File: src/rtl/qed_dup_queue.sv
// Instruction duplication unit for SQED: passes originals through while queueing them,
// then replays them as duplicates whose register fields are moved into the shadow half.
module qed_dup_queue #(
    parameter int          DEPTH      = 8,
    parameter int          REG_OFFSET = 16,
    parameter logic [31:0] NOP        = 32'h00000013
) (
    input  logic                         clk,
    input  logic                         rst,
    input  logic                         ena,
    input  logic [31:0]                  inst_i,
    input  logic                         exec_dup_i,
    input  logic                         stall_i,
    output logic                         inst_ready_o,
    output logic [31:0]                  inst_o,
    output logic                         vld_o,
    output logic                         dup_o,
    output logic                         unsup_o,
    output logic [$clog2(DEPTH+1)-1:0]   count_o,
    output logic                         full_o,
    output logic                         empty_o,
    output logic                         qed_ready_o
);

    localparam int AW = $clog2(DEPTH);
    localparam int CW = $clog2(DEPTH + 1);
    localparam logic [CW-1:0] FULL_COUNT = CW'(DEPTH);
    localparam logic [CW-1:0] ONE_COUNT  = CW'(1);
    localparam logic [AW-1:0] PTR_STEP   = AW'(1);
    localparam logic [4:0]    OFFSET     = 5'(REG_OFFSET);

    typedef enum logic {ORIG, DUP} state_t;

    state_t         state_reg, state_next;
    logic [31:0]    mem [DEPTH];
    logic [AW-1:0]  wr_ptr_reg, rd_ptr_reg;
    logic [CW-1:0]  count_reg;
    logic [31:0]    inst_reg, inst_next;
    logic           vld_reg, vld_next;
    logic           dup_reg, dup_next;
    logic           unsup_reg, unsup_next;

    // Bit mask of fields to remap, ordered {rs2, rs1, rd}; zero means the opcode is unsupported.
    function automatic logic [2:0] remap_mask(input logic [6:0] opcode);
        case (opcode)
            7'b0110011:             remap_mask = 3'b111;
            7'b0010011, 7'b0000011: remap_mask = 3'b011;
            7'b0100011:             remap_mask = 3'b110;
            7'b0110111, 7'b0010111: remap_mask = 3'b001;
            default:                remap_mask = 3'b000;
        endcase
    endfunction

    logic [31:0]      head;
    logic [2:0]       head_mask;
    logic [2:0][4:0]  head_fields;
    logic [31:0]      head_remap;

    assign head      = mem[rd_ptr_reg];
    assign head_mask = remap_mask(head[6:0]);

    generate
        for (genvar gi = 0; gi < 3; gi++) begin : g_field
            localparam int LSB = (gi == 0) ? 7 : ((gi == 1) ? 15 : 20);
            logic [4:0] field;
            assign field = head[LSB +: 5];
            // x0 must stay x0 so hard-wired zero reads/writes keep their meaning
            assign head_fields[gi] = (head_mask[gi] && field != 5'd0) ? field + OFFSET : field;
        end
    endgenerate

    assign head_remap = {head[31:25], head_fields[2], head_fields[1], head[14:12],
                         head_fields[0], head[6:0]};

    logic active, in_orig, dup_start, pop, last_pop, push, inst_supported;

    assign empty_o        = (count_reg == '0);
    assign full_o         = (count_reg == FULL_COUNT);
    assign count_o        = count_reg;
    assign active         = ena & ~stall_i;
    assign in_orig        = (state_reg == ORIG);
    assign dup_start      = active & in_orig & exec_dup_i & ~empty_o;
    assign inst_ready_o   = active & in_orig & ~full_o & ~dup_start;
    assign pop            = dup_start | (active & ~in_orig & ~empty_o);
    assign last_pop       = pop & (count_reg == ONE_COUNT);
    assign inst_supported = |remap_mask(inst_i[6:0]);
    assign push           = inst_ready_o & inst_supported;
    assign qed_ready_o    = in_orig & empty_o;

    assign inst_o  = inst_reg;
    assign vld_o   = vld_reg;
    assign dup_o   = dup_reg;
    assign unsup_o = unsup_reg;

    always_ff @(posedge clk or negedge rst) begin
        if (!rst) state_reg <= ORIG;
        else      state_reg <= state_next;
    end

    always_comb begin
        state_next = state_reg;
        case (state_reg)
            ORIG:    if (dup_start && !last_pop) state_next = DUP;
            DUP:     if (last_pop)               state_next = ORIG;
            default: state_next = ORIG;
        endcase
    end

    // Stall holds the visible instruction; only the unsupported pulse is forced low.
    always_comb begin
        inst_next  = inst_reg;
        vld_next   = vld_reg;
        dup_next   = dup_reg;
        unsup_next = 1'b0;
        if (!stall_i) begin
            if (!ena) begin
                inst_next = NOP;
                vld_next  = 1'b0;
                dup_next  = 1'b0;
            end else if (pop) begin
                inst_next = head_remap;
                vld_next  = 1'b1;
                dup_next  = 1'b1;
            end else if (inst_ready_o) begin
                inst_next  = inst_i;
                vld_next   = 1'b1;
                dup_next   = 1'b0;
                unsup_next = ~inst_supported;
            end else begin
                inst_next = NOP;
                vld_next  = 1'b0;
                dup_next  = 1'b0;
            end
        end
    end

    always_ff @(posedge clk or negedge rst) begin
        if (!rst) begin
            inst_reg  <= NOP;
            vld_reg   <= 1'b0;
            dup_reg   <= 1'b0;
            unsup_reg <= 1'b0;
        end else begin
            inst_reg  <= inst_next;
            vld_reg   <= vld_next;
            dup_reg   <= dup_next;
            unsup_reg <= unsup_next;
        end
    end

    always_ff @(posedge clk or negedge rst) begin
        if (!rst) begin
            wr_ptr_reg <= '0;
            rd_ptr_reg <= '0;
            count_reg  <= '0;
        end else if (push) begin
            wr_ptr_reg <= wr_ptr_reg + PTR_STEP;
            count_reg  <= count_reg + ONE_COUNT;
        end else if (pop) begin
            rd_ptr_reg <= rd_ptr_reg + PTR_STEP;
            count_reg  <= count_reg - ONE_COUNT;
        end
    end

    // Storage carries no reset; occupancy alone decides what is valid.
    always_ff @(posedge clk) begin
        if (push) mem[wr_ptr_reg] <= inst_i;
    end

endmodule
File: config.mk
export PLATFORM = sky130hd
export DESIGN_NAME = qed_dup_queue
export DESIGN_NICKNAME = d
export VERILOG_FILES = /design/src/rtl/qed_dup_queue.sv
export SDC_FILE = /design/constraint.sdc
export NUM_CORES = 1
export LEC_CHECK = 0
export ABC_AREA = 1
export CAP_MARGIN = 25
export CORE_MARGIN = 5
export CORE_UTILIZATION = 55
export CTS_CLUSTER_SIZE = 16
export DETAILED_ROUTE_END_ITERATION = 16
export GPL_TIMING_DRIVEN = 0
export PLACE_DENSITY_LB_ADDON = 0.08
export SYNTH_ARGS = -nofsm -noshare
export SYNTH_HDL_FRONTEND = slang
export SYNTH_SLANG_ARGS = --single-unit
File: constraint.sdc
create_clock -name clk -period 6 [get_ports clk]
set_clock_uncertainty 0.05 [all_clocks]
set_input_delay 1.2 -clock clk [delete_from_list [all_inputs] [get_ports clk]]
set_output_delay 1.2 -clock clk [all_outputs]
set_load 0.05 [all_outputs]
# == Word level (Yosys, flattened, before mapping) ==
# Memories as Yosys holds them, arrays and structs flattened.
# Cells that the tools add are included.
# classes
eq_ne,14
muxes,24
n_addsub,7
reduce_logical,16
n_bitwise,19
# ops
op,count
2-to-1 mux 32 bit,3
equality test 7 x 6 -> 1 bit (second input constant),6
equality test 7 x 5 -> 1 bit (second input constant),4
case mux 3 bit (4 select lines),2
adder 5 bit (second input constant),3
2-to-1 mux 5 bit,3
nonzero test 5 bit,3
equality test 7 x 2 -> 1 bit (second input constant),2
2-to-1 mux 1 bit,13
AND 1 bit,11
2-to-1 mux 4 bit,2
OR reduction 2 bit,4
NOT 1 bit,7
adder 3 x 1 -> 3 bit (second input constant),2
adder 4 x 1 -> 4 bit (second input constant),1
equality test 4 x 1 -> 1 bit (second input constant),1
equality test 4 bit (second input constant),1
logical AND 1 bit,4
zero test 4 bit,1
subtractor 4 x 1 -> 4 bit (second input constant),1
OR reduction 3 bit,1
case mux 1 bit (2 select lines),1
AND reduction 2 bit,1
nonzero test 2 bit,1
other kinds (2),2
# totals
ram_bits,256
mem_count,1
ff_bits,46
# mem_list
name,words,word_bits,read_ports,rd_ports_with_merged_regs,write_ports,line,rtl
mem,8,32,1,0,1,35,logic [31:0] mem [DEPTH];

# == Depth between registers and ports, before layout ==
# Gate-level depths: netlist (run 1).
# depth
word_depth,11
ltp_mapped,16
mapped_depth_nobuf,14

# == Worst setup path after synthesis (run 1) ==
# No wires, ideal clock.
# synth_timing
path_kind,reg-to-reg
from,"register count_reg[0], in the netlist count_o[0]"
to,"memory mem[2][0], enable pin"
path_slack_ns,1.141
arrival_ns,4.348
period_less_slack_ns,4.859
required_time_ns,5.489
setup_time_ns,0.461
stages_incl_launch_ff,11
cell_sequence,dfrtp_1 inv_1 ha_1 nand2_1 nor2_1 nor3_1 nand2_1 inv_2 nand2_2 or2_1 nor3_1
# synth_via
elab_cells_between_ends,11
cone_classes,eq/ne: 1; mux: 2; bitwise: 7; reduce/logical: 1
# synth_rtl
element,line,rtl
start: declaration,37,logic [CW-1:0] count_reg;
start signal: assignment,158,count_reg <= count_reg + ONE_COUNT;
start signal: assignment,161,count_reg <= count_reg - ONE_COUNT;
equality test 4 bit,78,assign full_o = (count_reg == FULL_COUNT);
via full_o,20,"output logic full_o,"
NOT 1 bit,83,assign inst_ready_o = active & in_orig & ~full_o & ~dup_start;
AND 1 bit (2 in series),83,
AND 1 bit,87,assign push = inst_ready_o & inst_supported;
2-to-1 mux 1 bit,167,if (push) mem[wr_ptr_reg] <= inst_i;
2-to-1 mux 1 bit (not written as such),167,
end: declaration,35,
# The timed path passes the listed nets, and every way through them passes these cells.

# == Worst setup path after layout (run 1) ==
# layout_timing
from,input port stall_i
to,output port inst_ready_o
# layout_via
elab_chain_len,7
elab_cells_between_ends,8
cone_classes,bitwise: 8
# layout_lines
element,line,rtl
start: declaration,13,"input logic stall_i,"
NOT 1 bit *,80,assign active = ena & ~stall_i;
AND 1 bit *,80,
AND 1 bit *,"82, 83",
AND 1 bit (2 in series),82,assign dup_start = active & in_orig & exec_dup_i & ~empty_o;
NOT 1 bit,83,
AND 1 bit *,83,
end: declaration,14,"output logic inst_ready_o,"
# Mark *: on every way between the ends. The rest lies on a longest branch, timed or not.

==> results of run 1 <==
-- placed cells by master (no fill, tap or decap), types with 2 or more instances in the layout --
master	Yosys	routed
nand2_1	292	292
edfxtp_1	256	256
nor2_1	92	92
clkdlybuf4s50_1	0	78
inv_1	64	64
nand3_1	58	58
a21oi_1	46	46
dfrtp_1	43	43
clkbuf_16	0	37
o21ai_0	32	32
buf_6	12	29
o21ai_1	24	24
buf_4	18	22
clkbuf_1	10	22
o22ai_1	19	19
buf_2	16	17
o211ai_1	13	13
a22oi_1	12	12
o311ai_1	11	11
nor3_2	0	8
inv_2	7	7
a221o_1	7	7
clkinv_2	0	7
xor2_1	5	5
ha_1	5	5
buf_8	0	5
nand2_2	4	4
a31oi_1	4	4
clkbuf_8	0	4
dfstp_2	3	3
nor3_1	10	2
buf_1	2	2
a32o_1	2	2
nand4_1	2	2
-- critical path, stage by stage --
cell and delay, ns:
clkdlybuf4s50_1 0.55, inv_2 0.23, nand2_2 0.11, nor3_1 0.18, nand2_1 0.30, inv_2 0.17
buf_2 0.29, buf_2 0.32, clkdlybuf4s50_1 0.87
-- logic make-up after synthesis --
logic type | synth area share (%)
buffers and inverters | 5.398
XOR/XNOR | 0.4191
AND/OR/NAND/NOR | 14.83
flip-flops | 70.51
adder cells (fa/ha/maj) | 0.4989
AO/OA/AOI/OAI | 8.342
-- final timing paths --
check	end	cells after the start	slack, ns
max	inst_ready_o	9	0.52
min	inst_o[11]	2	0.43
max reg2reg	mem[0][6]	13	2.35
min reg2reg	inst_o[11]	2	0.43
max in group asynchronous	inst_o[0]	2	4.58
min in group asynchronous	wr_ptr_reg[1]	1	0.66
-- area by class of cell --
type / instances / area [um^2] / area share (%)
timing repair buffer: 106 / 1102 / 7.282
multi-input combinational: 645 / 3060 / 20.22
inverter: 73 / 276.5 / 1.827
tap: 285 / 356.6 / 2.356
buffer: 59 / 400.4 / 2.645
clock inverter: 9 / 72.57 / 0.4794
sequential: 302 / 8842 / 58.41
clock buffer: 53 / 1026 / 6.778
-- cells in the mapped netlist (5+ instances only) --
library cell and count:
a22oi_1 12, o22ai_1 19, o21ai_0 32, a21oi_1 46
dfrtp_1 43, inv_1 64, xor2_1 5, a221o_1 7
nor3_1 10, buf_4 18, o21ai_1 24, nor2_1 92
clkbuf_1 10, buf_6 12, nand2_1 292, edfxtp_1 256
ha_1 5, o311ai_1 11, buf_2 16, nand3_1 58
o211ai_1 13, inv_2 7
-- routing by layer --
metal  share of wire [%]  routed length, um
met3                 8.9               2869
met1                  42              13660
met4                 2.0                639
met2                  47              15150
met5                   0                  0
-- where the power goes --
part / internal (mW) / leakage (nW) / switching (mW) / total, mW
Sequential: 2.41 / 2.88 / 0.105 / 2.52
Clock: 1.22 / 0.541 / 0.790 / 2.01
Combinational: 0.882 / 2.47 / 1.87 / 2.75
-- through the flow --
stage | utilization (%) | cells | total power, mW | hold WS [ns] | setup slack (ns)
floorplan | - | 1079 | 4.363 | 0.4424 | 1.141
global placement | 60.64 | 1443 | 5.243 | 0.4152 | -2.367
detailed placement | 62.20 | 1470 | 5.283 | 0.4152 | 0.5748
CTS | 67.06 | 1532 | 7.290 | 0.4313 | 0.5625
global route | 67.06 | 1532 | 7.647 | 0.4647 | 0.4274
finish | 67.06 | 1532 | 7.279 | 0.4302 | 0.5241
==> results.yml, run 1 <==
logic_synthesis:
  ys_seq_area_share_pct: 70.51
  synth_top_area_cell: "edfxtp_1"
  yosys.area.top_type_share_pct: 61.31
  ys_seq_elements: 302
  yosys-top-cells-area: "edfxtp_1 61%, nand2_1 8.7%, dfrtp_1 8.6%, nor2_1 2.8%, nand3_1 2.3%"
  yosys_warnings: 0
  synth_edf_count: 256
  syn_area_um2: 12540
  synth.distinct_cells: 38
  ys_async_sr_fraction_pct: 15.23
  synth_cells: 1079
  synth-main-ff-cell: "edfxtp_1"
  synth_area_per_cell_um2: 11.62
  synth_fp_nets: 1121
cells_and_area:
  fin_nets: 1263
  fin_area_um2: 15140
  drive_gt1_share_pct: 12.03
  area_growth_pct: 20.71
  num_antenna_cells: 0
  largest_reg_flops: 256
  fillers: 1720
  top_register: "mem"
floorplanning:
  start_util_pct: 55.55
  die_width_um: 161.0
  die_area_um2: 25920
  die_y_um: 161.0
  core_area_um2: 22570
  pin_count: 80
  rows: 55
worst_setup_path:
  crit_fanout: 10
  crit_arrival_ns: 4.23
  r2r-start: "count_o[0]"
  startpoint: "stall_i"
  crit_path_end_kind: "primary output"
  critical_path.startpoint_type: "input pin"
  worst_ep_required_time_ns: 4.75
  worstSetupPathType: "input pin to primary output"
timing:
  setup_viol: 0
  setup_tns_ns: 0
  drv_slew: 0
  grt_setup_unrepaired: "no"
  final-hold-violation-count: 0
  slew-limit-headroom_pct: 31.21
  period_share_pct: 91.26
  worstMarginPinSlew_ns: 1.026
  layout_min_cycle_time_ns: 5.476
  fmax_mhz: 182.6
route:
  viasPerCell: 5.685
  routed_wl_mm: 32.32
  drc_errors: 0
  first_pass_iters: 6
  wl_per_cell_um: 21.10
  ant_nets: 0
  vias: 8709
  drt-initial-drc-count: 884
grt:
  first_global_vias: 8531
  grt_max_degree: 25
  grt_antenna_before_repair: 0
  met2_usage_pct: 40.04
  gr-usage-met1_pct: 37.28
  gr-total-overflow: 0
  grt_pass1_wl_mm: 50.37
  track_usage_pct: 25.39
  grtUsageMet3_pct: 4.848
  grt-busiest-layer: "met2"
placed_design:
  place_congestion: 0.7990
  place_area_um2: 14040
  dp_hpwl_mm: 22.35
  io_buffer_count: 79
power:
  p_leak_nw: 5.885
  ir_drop_mv: 0.2865
  p_per_area_nw_per_um2: 480.9
clocking:
  cts_num_sinks: 302
  h-tree-depth: 2
  cts_setup_buffers: 0
  cts_made_buffers: 34
  cts_resized: 0
  cts_tree: "yes"
  ctsHoldBuffers: 0
  clk_pin_slew_ns: 0.06
  clk_latency_ns: 0.50
  cts_root_buffer: "clkbuf_16"
  clockBufferDepth: 3
flow_run:
  drv_cap: 0
status:
  status: "finished clean"
worst_hold_path:
  hp-start: "inst_o[11]"
  hp-class: "flop to flop"
(Power assumes the default switching activity.)
==> run 2, diff against run 1 <==
--- a/config.mk
+++ b/config.mk
@@ -8,7 +8,7 @@
 export ABC_AREA = 1
 export CAP_MARGIN = 25
 export CORE_MARGIN = 5
-export CORE_UTILIZATION = 55
+export CORE_UTILIZATION = 59
 export CTS_CLUSTER_SIZE = 16
 export DETAILED_ROUTE_END_ITERATION = 16
 export GPL_TIMING_DRIVEN = 0
@@ -16,3 +16,4 @@
 export SYNTH_ARGS = -nofsm -noshare
 export SYNTH_HDL_FRONTEND = slang
 export SYNTH_SLANG_ARGS = --single-unit
+export TNS_END_PERCENT = 1
==> results.yml, run 2 (same netlist as run 1, synthesis figures left out) <==
route:
  viasPerCell: 5.846
  ant_nets: 0
  drc_errors: 0
  drt-initial-drc-count: 1018
  vias: 8862
  first_pass_iters: 5
  routed_wl_mm: 33.22
  wl_per_cell_um: 21.91
worst_setup_path:
  critical_path.startpoint_type: "input pin"
  worst_ep_required_time_ns: 4.75
  r2r_slack_ns: 2.30
  reg2reg_depth: 14
  crit_arrival_ns: 4.19
  r2r_end: "mem[3][5]"
  worstSetupPathType: "input pin to primary output"
  r2r-start: "count_o[0]"
  crit_fanout: 10
  crit_path_end_kind: "primary output"
power:
  p_comb_share_pct: 38.8
  seq_power_share_pct: 35.3
  swShare_pct: 38.50
  p_switching_mw: 2.754
  p_per_area_nw_per_um2: 475.9
  power_mw: 7.152
  p_leak_nw: 5.834
  ir_drop_mv: 0.3646
  p_clk_share_pct: 25.9
  p_int_mw: 4.398
placed_design:
  place_area_um2: 14050
  io_buffer_count: 79
  place_ws_ns: 0.6190
  dpl.cell_count: 1462
  place_congestion: 0.8189
  dp_hpwl_mm: 22.33
grt:
  gr-usage-met1_pct: 39.95
  grt_pass1_wl_mm: 50.63
  grt-busiest-layer: "met2"
  grt_antenna_before_repair: 0
  first_global_vias: 8550
  grtUsageMet3_pct: 4.133
  gr-total-overflow: 0
  grt_max_degree: 33
  track_usage_pct: 27.51
  met2_usage_pct: 44.34
floorplanning:
  pin_count: 80
  start_util_pct: 59.84
  die_area_um2: 24270
  rows: 53
  core_area_um2: 20960
  die_y_um: 155.8
  die_width_um: 155.8
worst_hold_path:
  hp-start: "inst_o[28]"
  min_to: "inst_o[28]"
  min_path_cells: 2
  hp-class: "flop to flop"
cells_and_area:
  finish.cell_count_without_fillers: 1516
  largest_reg_flops: 256
  drive_gt1_share_pct: 11.44
  num_antenna_cells: 0
  post-route-util_pct: 71.73
  fin_nets: 1261
  layout_common_cells: "292 x nand2_1, 256 x edfxtp_1, 92 x nor2_1"
  top_register: "mem"
  area_growth_pct: 19.87
  fin_area_um2: 15030
  layout_commonest_cell: "nand2_1"
timing:
  slew-limit-headroom_pct: 23.40
  holdWs_ns: 0.4296
  period_share_pct: 90.67
  setup_tns_ns: 0
  setup_viol: 0
  setup_slack_ns: 0.5599
  layout_min_cycle_time_ns: 5.440
  fmax_mhz: 183.8
  worstMarginPinSlew_ns: 1.139
  grt_setup_unrepaired: "no"
  final-hold-violation-count: 0
  drv_slew: 0
clocking:
  cts_num_sinks: 302
  cts_made_buffers: 30
  cts_resized: 0
  ctsHoldBuffers: 0
  cts_root_buffer: "clkbuf_16"
  clockBufferDepth: 3
  clk_latency_ns: 0.55
  h-tree-depth: 1
  cts_setup_buffers: 0
  clk_pin_slew_ns: 0.06
  cts_tree: "yes"
status:
  status: "finished clean"
flow_run:
  drv_cap: 0
## run 2: cell count changes in the layout (fill, tap and decap cells not counted), moves of 3 or more
cell | before | now
clkbuf_1 | 22 | 18
buf_6 | 29 | 36
clkinv_1 | 1 | 7
clkinv_2 | 7 | 2
clkbuf_16 | 37 | 31
buf_4 | 22 | 19
## run 2: worst max-delay path by stage
stage / slack [ns] / from / cells past startpoint / endpoint
after floorplan: 1.14 / count_o[0] / 10 / mem[2][0]
after detailed placement: 0.62 / stall_i / 9 / inst_ready_o
final: 0.56 / stall_i / 9 / inst_ready_o
after global routing: 0.44 / stall_i / 9 / inst_ready_o
after CTS: 0.61 / stall_i / 9 / inst_ready_o
after global placement: -2.36 / inst_i[1] / 6 / mem[6][5]
## run 2: final cells by class
type | count | area, um^2
Multi-Input combinational cell | 645 | 3060
Inverter | 73 | 276.5
Buffer | 59 | 400.4
Clock inverter | 12 | 131.4
Fill cell | 1496 | 5924
Clock buffer | 42 | 847.1
Sequential cell | 302 | 8842
Timing Repair Buffer | 108 | 1129
Tap cell | 275 | 344.1
## run 2: critical path, cell delays in order
cell             delay [ns]
clkdlybuf4s50_1        0.52
inv_2                  0.17
nand2_2                0.13
nor3_1                 0.19
nand2_1                0.28
inv_2                  0.17
buf_2                  0.32
buf_2                  0.33
clkdlybuf4s50_1        0.85
## run 2: power groups by stage
stage / registers [mW] / clock network (mW) / logic, mW
2_1_floorplan: 2.92 / 0 / 1.44
3_3_place_gp: 2.55 / 0 / 2.69
3_5_place_dp: 2.56 / 0 / 2.74
4_1_cts: 2.52 / 1.87 / 2.76
5_1_grt: 2.54 / 1.96 / 2.99
6_report: 2.52 / 1.85 / 2.78
## run 2: per-layer routing
layer | part of all wire (%) | vias to the layer above
met1 | 40 | 4311
met4 | 2.0 | 0
met3 | 9.7 | 53
li1 | - | 4038
met2 | 48 | 460
met5 | 0 | -
==> run 3, diff against run 2 <==
--- a/config.mk
+++ b/config.mk
@@ -12,7 +12,10 @@
 export CTS_CLUSTER_SIZE = 16
 export DETAILED_ROUTE_END_ITERATION = 16
 export GPL_TIMING_DRIVEN = 0
+export HOLD_SLACK_MARGIN = 0.08
 export PLACE_DENSITY_LB_ADDON = 0.08
+export SKIP_LAST_GASP = 1
+export SLEW_MARGIN = 20
 export SYNTH_ARGS = -nofsm -noshare
 export SYNTH_HDL_FRONTEND = slang
 export SYNTH_SLANG_ARGS = --single-unit
==> results.yml, run 3 (same netlist as run 1, synthesis figures left out) <==
status:
  status: "finished clean"
placed_design:
  io_buffer_count: 79
  dpl.cell_count: 1468
  place_area_um2: 14010
  place_congestion: 0.8189
  dp_hpwl_mm: 21.97
cells_and_area:
  finish.cell_count_without_fillers: 1526
  largest_reg_flops: 256
  fin_area_um2: 14940
  fin_nets: 1269
  drive_gt1_share_pct: 12.07
  layout_commonest_cell: "nand2_1"
  layout_common_cells: "292 x nand2_1, 256 x edfxtp_1, 92 x nor2_1"
  top_register: "mem"
  num_antenna_cells: 0
  area_growth_pct: 19.17
worst_hold_path:
  hp-class: "flop to flop"
  hp-start: "inst_o[28]"
  min_path_cells: 2
  min_to: "inst_o[28]"
grt:
  gr-total-overflow: 0
  grt_max_degree: 47
  first_global_vias: 8574
  grt_antenna_before_repair: 0
  grt_pass1_wl_mm: 50.23
  track_usage_pct: 27.27
floorplanning:
  pin_count: 80
  die_area_um2: 24270
  die_width_um: 155.8
  core_area_um2: 20960
  die_y_um: 155.8
  start_util_pct: 59.84
  rows: 53
timing:
  final-hold-violation-count: 0
  slew-limit-headroom_pct: 44.80
  layout_min_cycle_time_ns: 5.442
  drv_slew: 0
  worstMarginPinSlew_ns: 0.8280
  period_share_pct: 90.71
  setup_viol: 0
  fmax_mhz: 183.7
  setup_tns_ns: 0
  grt_setup_unrepaired: "no"
route:
  wl_per_cell_um: 21.42
  first_pass_iters: 5
  routed_wl_mm: 32.69
  drc_errors: 0
  viasPerCell: 5.809
  drt-initial-drc-count: 998
  vias: 8864
  ant_nets: 0
worst_setup_path:
  crit_arrival_ns: 4.19
  r2r-start: "count_o[0]"
  worstSetupPathType: "input pin to primary output"
  crit_fanout: 10
  crit_path_end_kind: "primary output"
  max_stage_delay_ns: 0.85
  reg2reg_depth: 13
  path_cells: "clkdlybuf4s50_1, inv_2, nand2_2, nor3_1, nand2_1, inv_2, buf_2, buf_2, clkdlybuf4s50_1"
  critical_path.startpoint_type: "input pin"
  worst_ep_required_time_ns: 4.75
  r2r_end: "mem[4][6]"
  crit_slowest_cell: "clkdlybuf4s50_1"
  r2r_slack_ns: 2.44
clocking:
  cts_setup_buffers: 0
  clockBufferDepth: 3
  cts_root_buffer: "clkbuf_16"
  clk_latency_ns: 0.55
  cts_num_sinks: 302
  cts_resized: 0
  h-tree-depth: 1
  clk_pin_slew_ns: 0.06
  ctsHoldBuffers: 0
  cts_tree: "yes"
  cts_made_buffers: 31
power:
  p_per_area_nw_per_um2: 471.6
  power_mw: 7.047
  ir_drop_mv: 0.2870
  p_leak_nw: 5.834
flow_run:
  drv_cap: 0
## run 3: changes by cell type in the layout (fill, tap and decap cells not counted), sizes merged
cell and delta:
buf +7, bufinv -3, clkbuf +6, clkinv -1
inv +1
## run 3: metrics by stage
stage	setup WS [ns]	util, %	hold WS, ns
floorplan	1.141	-	0.4424
global placement	-2.358	65.26	0.4147
detailed placement	0.6275	66.87	0.4151
CTS	0.6118	71.29	0.4320
global route	0.4618	71.31	0.4632
finish	0.5576	71.31	0.4297
## run 3: layer usage
metal / track usage [%] / part of all wire (%) / up-vias
met3: 4.327 / 10 / 69
met4: 7.211 / 2.5 / 0
met5: 0 / 0 / -
met2: 43.73 / 47 / 482
li1: - / - / 4049
met1: 39.59 / 40 / 4264
## run 3: critical path, delay by kind of cell
kind                   cells  cell delay [ns]
AND/OR/NAND/NOR            3             0.61
buffers and inverters      6             2.38
## run 3: power by group
group	internal [mW]	leakage (nW)	total, mW	switching [mW]
clock	1.00	0.457	1.76	0.757
sequential	2.41	2.88	2.52	0.106
combinational	0.881	2.50	2.77	1.89
## run 3: worst max path at each step
stage | to | startpoint | cells past startpoint | slack (ns)
global route | inst_ready_o | stall_i | 9 | 0.46
CTS | inst_ready_o | stall_i | 9 | 0.61
detailed placement | inst_ready_o | stall_i | 9 | 0.63
floorplan | mem[2][0] | count_o[0] | 10 | 1.14
finish | inst_ready_o | stall_i | 9 | 0.56
global placement | mem[6][5] | inst_i[1] | 6 | -2.36
## run 3: area by class of cell
cell class              instances  area [um^2]
repair buffers                115         1094
fillers                      1474         6012
well taps                     275        344.1
clock inverters                 9        46.29
inverters                      73        276.5
clock buffers                  48        879.6
multi-input cells             645         3060
flip-flops and latches        302         8842
plain buffers                  59        400.4
